`src/rtl/mem_port_arbiter.sv`:
```
// rtl/mem_port_arbiter.sv - fetch/data arbiter for a single-ported unified memory
module mem_port_arbiter #(
    parameter int ADDR_W       = 32,
    parameter int DATA_W       = 32,
    parameter int STARVE_LIMIT = 4
) (
    input  logic                  clk,
    input  logic                  rst,
    input  logic                  if_req,
    input  logic [ADDR_W-1:0]     if_addr,
    input  logic                  flush_if,
    output logic [DATA_W-1:0]     if_rdata,
    output logic                  if_valid,
    input  logic                  dm_req,
    input  logic                  dm_we,
    input  logic [ADDR_W-1:0]     dm_addr,
    input  logic [DATA_W-1:0]     dm_wdata,
    input  logic [DATA_W/8-1:0]   dm_be,
    output logic [DATA_W-1:0]     dm_rdata,
    output logic                  dm_valid,
    output logic                  mem_req,
    output logic                  mem_we,
    output logic [ADDR_W-1:0]     mem_addr,
    output logic [DATA_W-1:0]     mem_wdata,
    output logic [DATA_W/8-1:0]   mem_be,
    input  logic [DATA_W-1:0]     mem_rdata,
    input  logic                  mem_ready,
    output logic                  stall_if,
    output logic                  stall_dm
);

    localparam int BE_W = DATA_W / 8;
    localparam logic [3:0] LIMIT = 4'(STARVE_LIMIT);

    typedef enum logic [1:0] {IDLE = 2'd0, BUSY_I = 2'd1, BUSY_D = 2'd2} state_t;

    state_t              state_q, state_d;
    logic                mem_req_q, mem_req_d;
    logic                mem_we_q, mem_we_d;
    logic [ADDR_W-1:0]   mem_addr_q, mem_addr_d;
    logic [DATA_W-1:0]   mem_wdata_q, mem_wdata_d;
    logic [BE_W-1:0]     mem_be_q, mem_be_d;
    logic [DATA_W-1:0]   if_rdata_q, if_rdata_d;
    logic [DATA_W-1:0]   dm_rdata_q, dm_rdata_d;
    logic                if_valid_q, if_valid_d;
    logic                dm_valid_q, dm_valid_d;
    logic [3:0]          starve_q, starve_d;
    logic                kill_q, kill_d;

    // A requester that is receiving its valid pulse this cycle is still showing the
    // request it just had served, so it is not eligible for a new grant yet.
    logic if_elig, dm_elig, grant_d, grant_i;
    assign if_elig = if_req & ~if_valid;
    assign dm_elig = dm_req & ~dm_valid_q;
    assign grant_d = (state_q == IDLE) & dm_elig & ~(if_elig & (starve_q == LIMIT));
    assign grant_i = (state_q == IDLE) & if_elig & ~grant_d;

    // State and datapath registers with synchronous reset
    always_ff @(posedge clk) begin
        if (rst) begin
            state_q     <= IDLE;
            mem_req_q   <= 1'b0;
            mem_we_q    <= 1'b0;
            mem_addr_q  <= '0;
            mem_wdata_q <= '0;
            mem_be_q    <= '0;
            if_rdata_q  <= '0;
            dm_rdata_q  <= '0;
            if_valid_q  <= 1'b0;
            dm_valid_q  <= 1'b0;
            starve_q    <= '0;
            kill_q      <= 1'b0;
        end else begin
            state_q     <= state_d;
            mem_req_q   <= mem_req_d;
            mem_we_q    <= mem_we_d;
            mem_addr_q  <= mem_addr_d;
            mem_wdata_q <= mem_wdata_d;
            mem_be_q    <= mem_be_d;
            if_rdata_q  <= if_rdata_d;
            dm_rdata_q  <= dm_rdata_d;
            if_valid_q  <= if_valid_d;
            dm_valid_q  <= dm_valid_d;
            starve_q    <= starve_d;
            kill_q      <= kill_d;
        end
    end

    // Next-state: grant from IDLE, leave BUSY only when memory completes
    always_comb begin
        state_d = state_q;
        case (state_q)
            IDLE: begin
                if (grant_d)      state_d = BUSY_D;
                else if (grant_i) state_d = BUSY_I;
            end
            BUSY_I, BUSY_D: begin
                if (mem_ready) state_d = IDLE;
            end
            default: state_d = IDLE;
        endcase
    end

    // Datapath: latch the granted transaction, capture read data, pulse valids
    always_comb begin
        mem_req_d   = mem_req_q;
        mem_we_d    = mem_we_q;
        mem_addr_d  = mem_addr_q;
        mem_wdata_d = mem_wdata_q;
        mem_be_d    = mem_be_q;
        if_rdata_d  = if_rdata_q;
        dm_rdata_d  = dm_rdata_q;
        if_valid_d  = 1'b0;
        dm_valid_d  = 1'b0;
        starve_d    = starve_q;
        kill_d      = kill_q;
        case (state_q)
            IDLE: begin
                kill_d = 1'b0;
                if (grant_d) begin
                    mem_req_d   = 1'b1;
                    mem_we_d    = dm_we;
                    mem_addr_d  = dm_addr;
                    mem_wdata_d = dm_wdata;
                    mem_be_d    = dm_be;
                    if (!if_req)              starve_d = '0;
                    else if (starve_q < LIMIT) starve_d = starve_q + 4'd1;
                end else if (grant_i) begin
                    mem_req_d   = 1'b1;
                    mem_we_d    = 1'b0;
                    mem_addr_d  = if_addr;
                    mem_wdata_d = '0;
                    mem_be_d    = '1;
                    starve_d    = '0;
                    kill_d      = flush_if;
                end
            end
            BUSY_I: begin
                kill_d = kill_q | flush_if;
                if (mem_ready) begin
                    mem_req_d = 1'b0;
                    kill_d    = 1'b0;
                    if (!(kill_q | flush_if)) begin
                        if_rdata_d = mem_rdata;
                        if_valid_d = 1'b1;
                    end
                end
            end
            BUSY_D: begin
                if (mem_ready) begin
                    mem_req_d  = 1'b0;
                    dm_rdata_d = mem_rdata;
                    dm_valid_d = 1'b1;
                end
            end
            default: mem_req_d = 1'b0;
        endcase
    end

    // A redirect in the pulse cycle itself still squashes the fetch response
    assign if_valid  = if_valid_q & ~flush_if;
    assign dm_valid  = dm_valid_q;
    assign if_rdata  = if_rdata_q;
    assign dm_rdata  = dm_rdata_q;
    assign mem_req   = mem_req_q;
    assign mem_we    = mem_we_q;
    assign mem_addr  = mem_addr_q;
    assign mem_wdata = mem_wdata_q;
    assign mem_be    = mem_be_q;
    assign stall_if  = if_req & ~if_valid;
    assign stall_dm  = dm_req & ~dm_valid;

endmodule

```
`config.mk`:
```
export PLATFORM = sky130hd
export DESIGN_NAME = mem_port_arbiter
export DESIGN_NICKNAME = d
export VERILOG_FILES = /design/src/rtl/mem_port_arbiter.sv
export SDC_FILE = /design/constraint.sdc
export NUM_CORES = 1
export LEC_CHECK = 0
export ABC_AREA = 1
export CAP_MARGIN = 5
export CORE_ASPECT_RATIO = 0.6
export CORE_MARGIN = 1
export CORE_UTILIZATION = 37
export DETAILED_ROUTE_END_ITERATION = 8
export PLACE_DENSITY = 0.82
export SLEW_MARGIN = 20
export SYNTH_ARGS = -nofsm -noshare
export SYNTH_HDL_FRONTEND = slang
export SYNTH_SLANG_ARGS = --single-unit
```
`constraint.sdc`:
```
create_clock -name clk -period 1.6 [get_ports clk]
set_input_delay 0.24 -clock clk [delete_from_list [all_inputs] [get_ports clk]]
set_output_delay 0.24 -clock clk [all_outputs]
set_load 0.02 [all_outputs]
```
Yosys cells after proc, flatten, opt, wreduce, memory -nomap -nowiden
Cells that the tools add are included.
{ "word_totals": {"register_bits": 143, "in_bits": 139, "output_inout_bits": 138, "elab_cells": 75} }
{ "classes": {"add_sub_neg": 1, "n_lt_le_gt_ge": 1, "n_eq_ne": 6, "n_mux": 26, "bitwise": 18, "reduce_logical": 11} }
{ "ops": {"columns": ["op", "n"], "rows": [
  ["32-bit two-way mux", 4],
  ["4-bit two-way mux", 6],
  ["1-bit two-way mux", 10],
  ["1-bit NOT", 9],
  ["1-bit bitwise AND", 8],
  ["2-bit two-way mux", 3],
  ["2-bit AND reduction", 3],
  ["3-bit AND reduction", 2],
  ["4-bit by 1-bit adder with 4-bit output (second input constant)", 1],
  ["4-bit by 3-bit == test with 1-bit output (second input constant)", 1],
  ["4-bit by 3-bit less-than comparator with 1-bit output (second input constant)", 1],
  ["1-bit one-hot mux with 2 select lines", 2],
  ["2-bit one-hot mux with 2 select lines", 1],
  ["2-bit nonzero test", 2],
  ["2-bit OR reduction", 2],
  ["3-bit by 2-bit != test with 1-bit output (second input constant)", 1],
  ["3-bit != test (second input constant)", 1],
  ["3-bit OR reduction", 1],
  ["2-bit by 1-bit == test with 1-bit output (second input constant)", 1],
  ["2-bit == test (second input constant)", 1],
  ["2-bit logical NOT", 1],
  ["2-bit by 1-bit != test with 1-bit output (second input constant)", 1],
  ["1-bit bitwise OR", 1]
]} }

Depth between registers and ports, before layout
{ "depth": {"depth_word": 12, "ltp_mapped": 11, "mapped_depth_nobuf": 10} }

Worst setup path before layout
Ideal clock, no wire load.
{ "synth_timing": {"path_type": "flip-flop to flip-flop", "from": "reg state_q[0]", "to": "reg mem_addr_q[10] (netlist: mem_addr[10])", "setup_ns": 0.111, "arrival_time_ns": 1.409, "required_ns": 1.489, "slack_ns": 0.080, "path_stages_with_launch": 11, "path_buffers": 1, "period_less_slack_ns": 1.520, "path_cell_list": "dfxtp_1 inv_1 ha_1 inv_1 nor2_4 inv_2 nand2_2 clkbuf_1 or2_2 nand3_1 inv_1"} }
{ "synth_between": {"elab_chain_cells": 7, "word_cells_on_any_way": 9, "classes_between": "1 x mux; 5 x bitwise; 3 x reduce/logical"} }
{ "synth_rtl": {"columns": ["element", "line", "rtl"], "rows": [
  ["start, declared", "37", "state_t state_q, state_d;"],
  ["start signal, assigned", "74", "state_q <= state_d;"],
  ["2-bit logical NOT (*)", "55, 56, 117", null],
  ["1-bit bitwise AND (2 in series)", "55", "assign grant_d = (state_q == IDLE) & dm_elig & ~(if_elig & (starve_q == LIMIT));"],
  ["1-bit NOT", "56", "assign grant_i = (state_q == IDLE) & if_elig & ~grant_d;"],
  ["1-bit bitwise AND", "56", null],
  ["2-bit nonzero test (no line)", null, null],
  ["2-bit AND reduction (no line)", null, null],
  ["end signal, assigned", "77", "mem_addr_q <= mem_addr_d;"],
  ["end, declared", "40", "logic [ADDR_W-1:0] mem_addr_q, mem_addr_d;"]
]} }
Every way passes the cells marked *; elsewhere a longest branch is shown, timed or not.
A chain may end at the register's enable or synchronous reset.

Worst setup path in the final report
{ "layout_timing": {"from": "reg state_q[1]", "to": "reg mem_addr_q[8] (netlist: mem_addr[8])"} }
Same word-level chain as after synthesis.

==> results.py <==
metrics = {
    "logic_synthesis": {
        "synth_xor_xnor_area_share": 0,
        "netlist-cell-type-count": 21,
        "syn_avg_cell_area_um2": 7.48,
        "yosys.area_share.simple": 0.254,
        "synth_top_family_by_area": "simple AND/OR/NAND/NOR gates",
        "synth_compound_area_frac": 0.131,
        "netlist_instances": 759,
        "synthAdderAreaFrac": 0.0110,
        "ys.warnings.count": 0,
        "syn-num-nets": 903,
        "synth_mux_area_frac": 0,
        "ys_ff_latch": 143,
        "synthesis.area_mm2": 0.00568,
        "yosysSeqAreaShare": 0.504,
    },
    "sta": {
        "final.setup.tns_ps": -24.3,
        "timing.fmax_mhz": 620,
        "setup_viol": 2,
        "slew_viol_final": 0,
        "period_share": 1.01,
        "hold_violations": 0,
        "setup_ws_ps": -13.7,
        "worst_pin_slew_ps": 424,
        "rsz0062_at_grt": "yes",
        "whs_ps": 395,
        "worst_clock_skew_ps": 9.89,
        "fin_crit_ps": 1610,
        "slew_headroom": 0.717,
    },
    "power": {
        "vdd_drop_max_mv": 0.771,
        "power_density_mw_per_mm2": 1270,
        "p_leak_nw": 5.29,
    },
    "final_layout": {
        "design_area_mm2": 0.0103,
        "fillCellCount": 1225,
        "synthToLayoutAreaGrowth_pct": 81.1,
        "fin_nets": 1200,
        "diodes": 0,
        "drive_gt1_frac": 0.185,
        "fin_util": 0.698,
    },
    "clock_network": {
        "ctsHoldBuffers": 0,
        "clkTransAtPathRegs_ps": 60,
        "htree_levels": 4,
        "root_buffer": "clkbuf_16",
        "numCtsBuffers": 17,
        "cts_tree": "built",
        "cts_sinks": 143,
        "clock_latency_ps": 400,
        "clockBufferDepth": 2,
    },
    "outcome": {
        "violations": "setup timing",
        "outcome": "complete, but fails checks",
    },
    "setup_path": {
        "slowest_stage": "dfxtp_2",
        "crit_path_frequent_cell": "buf_12",
        "crit_arrival_ps": 1920,
        "cp_max_fo": 7,
        "cp-start-kind": "flip-flop",
        "critPathCaptureType": "flip-flop",
        "r2r_start": "state_q[1]",
        "rr_worst_depth": 10,
        "r2r-end": "mem_addr[8]",
        "worstPathRequired_ps": 1900,
        "critPathMaxStageDelay_ps": 330,
        "rrSetupSlack_ps": -10,
        "crit_type": "flip-flop to flip-flop",
        "cp_cell_sequence": "inv_2 > ha_4 > buf_6 > nand2_4 > nand2_8 > buf_12 > buf_12 > or2_2 > nand3_1 > inv_1",
    },
    "route": {
        "top_layer": "met4",
        "ant_nets": 0,
        "routed_wl_mm": 19.7,
        "vias_per_cell": 4.79,
        "met1_length_mm": 8.85,
        "wl_met3_mm": 1.51,
        "firstDrtPassIters": 5,
        "route.detailed.drc": 0,
        "via_count": 6067,
        "routedWlPerCell_um": 15.5,
        "drt-initial-drc-count": 319,
        "route.met2.wl_mm": 9.16,
    },
    "place": {
        "gp_congestion": 0.782,
        "dpl-instance-area_mm2": 0.00878,
        "place_hpwl_mm": 12.3,
        "port_buffers": 276,
        "pre_cts_ws_ps": -398,
    },
    "flow_run": {
        "maxCapViolCount": 0,
    },
    "global_route": {
        "grt_pass1_vias": 5633,
        "grt_pass1_wl_mm": 27.8,
        "antenna_found_initial": 0,
        "grt_max_degree": 66,
        "grt_overflow": 0,
        "grt_usage": 0.220,
    },
    "floorplanning": {
        "num_rows": 34,
        "coreArea_mm2": 0.0147,
        "die-area_mm2": 0.0159,
        "pin_count": 277,
        "die_y_um": 97.9,
        "start_util": 0.386,
        "die_w_um": 162,
    },
    "hold_path": {
        "hold_start": "dm_wdata[3]",
        "holdPathStages": 3,
        "hp-class": "primary input to flip-flop",
        "hold_end": "mem_wdata[3]",
    },
}
==> Yosys cell counts (all sizes together) <==
master / instances / area [um^2]
nor2: 81 / 312
buf: 23 / 160
nand2: 150 / 568
or2: 32 / 200
dfxtp: 143 / 2860
nand3: 70 / 350
inv: 82 / 308
a21oi: 75 / 390
nand4: 1 / 6.26
o21ai: 70 / 350
nand3b: 1 / 7.51
ha: 5 / 62.6
clkbuf: 26 / 97.6
==> placed cells by master, fill, tap and decap left out, types with 2 or more instances in the layout <==
cell,Yosys,layout
a21oi_2,1,4
nand3_1,70,21
buf_16,0,3
dfxtp_2,0,4
inv_6,0,5
bufinv_16,0,5
clkdlybuf4s50_1,0,139
buf_4,7,23
nor2_4,1,3
o21ai_1,0,2
nor2_1,80,78
clkinv_4,0,3
buf_6,5,3
ha_1,5,3
or2_2,32,5
nand2_4,0,2
buf_8,0,2
nand3_2,0,48
bufbuf_16,0,2
nand2_1,148,143
a21oi_1,73,69
nand2_2,2,4
inv_4,0,2
dlygate4sd2_1,0,95
inv_1,79,72
or2_4,0,27
buf_12,0,12
inv_2,3,7
dlymetal6s2s_1,0,39
a21oi_4,1,2
o21ai_0,70,67
clkbuf_16,0,24
dfxtp_1,143,139
==> critical path: cells and delay by family (launching register included) <==
kind / cells / cell delay [ps]
AND/OR/NAND/NOR: 4 / 500
buffers and inverters: 5 / 490
flip-flops: 1 / 330
adder cells (fa/ha/maj): 1 / 170
==> worst max path at each step <==
stage | from | slack (ps) | end
6_report | state_q[1] | -10 | mem_addr[8]
5_1_grt | state_q[1] | -80 | mem_addr[31]
4_1_cts | dm_rdata[27] | 0.8 | dm_rdata[27]
3_5_place_dp | if_req | -400 | mem_wdata[2]
3_3_place_gp | dm_req | -300 | mem_wdata[2]
2_1_floorplan | state_q[0] | 80 | mem_addr[10]
==> metrics by stage <==
stage	power [mW]	std cells
2_1_floorplan	6.19	759
3_3_place_gp	7.83	1211
3_5_place_dp	7.89	1211
4_1_cts	12.5	1255
5_1_grt	13.7	1267
6_report	13.1	1267
==> what timing repair did <==
| item | in CTS | in global routing |
|---|---|---|
| pin swaps | 1 | 12 |
| buffers inserted | 8 | 6 |
| endpoints found under the setup margin | 160 | 104 |
| gates cloned | 4 | 7 |
| resized for setup | 118 | 146 |
==> state kept, by name, indices dropped and copies added, names as in the netlist <==
name,count
dm_rdata,32
dm_valid,1
if_rdata,32
if_valid_q,1
kill_q,1
mem_addr,32
mem_be,4
mem_req,1
mem_wdata,32
mem_we,1
starve_q,4
state_q,2
==> report_power, final <==
part / internal (mW) / switching, mW
Combinational: 2.23 / 2.23
Clock: 2.81 / 1.61
Sequential: 4.00 / 0.223
==> layer usage <==
| layer | up-vias | track usage |
|---|---|---|
| met5 | - | 0 |
| met4 | 0 | 0.0508 |
| met3 | 16 | 0.0756 |
| met2 | 207 | 0.363 |
| met1 | 2839 | 0.277 |
| li1 | 3005 | - |
==> final cells by class <==
class | count | area (um^2) | share of cell area
flip-flops and latches | 143 | 2870 | 0.279
well taps | 198 | 248 | 0.0241
clock inverters | 14 | 228 | 0.0222
multi-input cells | 485 | 2660 | 0.259
inverters | 82 | 318 | 0.0309
repair buffers | 327 | 3530 | 0.343
clock buffers | 18 | 429 | 0.0418
==> logic make-up (layout without fill, tap and decap cells) <==
family,Yosys count,count (layout)
flops,143,143
fa+ha+maj,5,5
simple gates,335,335
compound gates,145,145
buf+inv,131,441
Power figures use the tool's default switching activity.
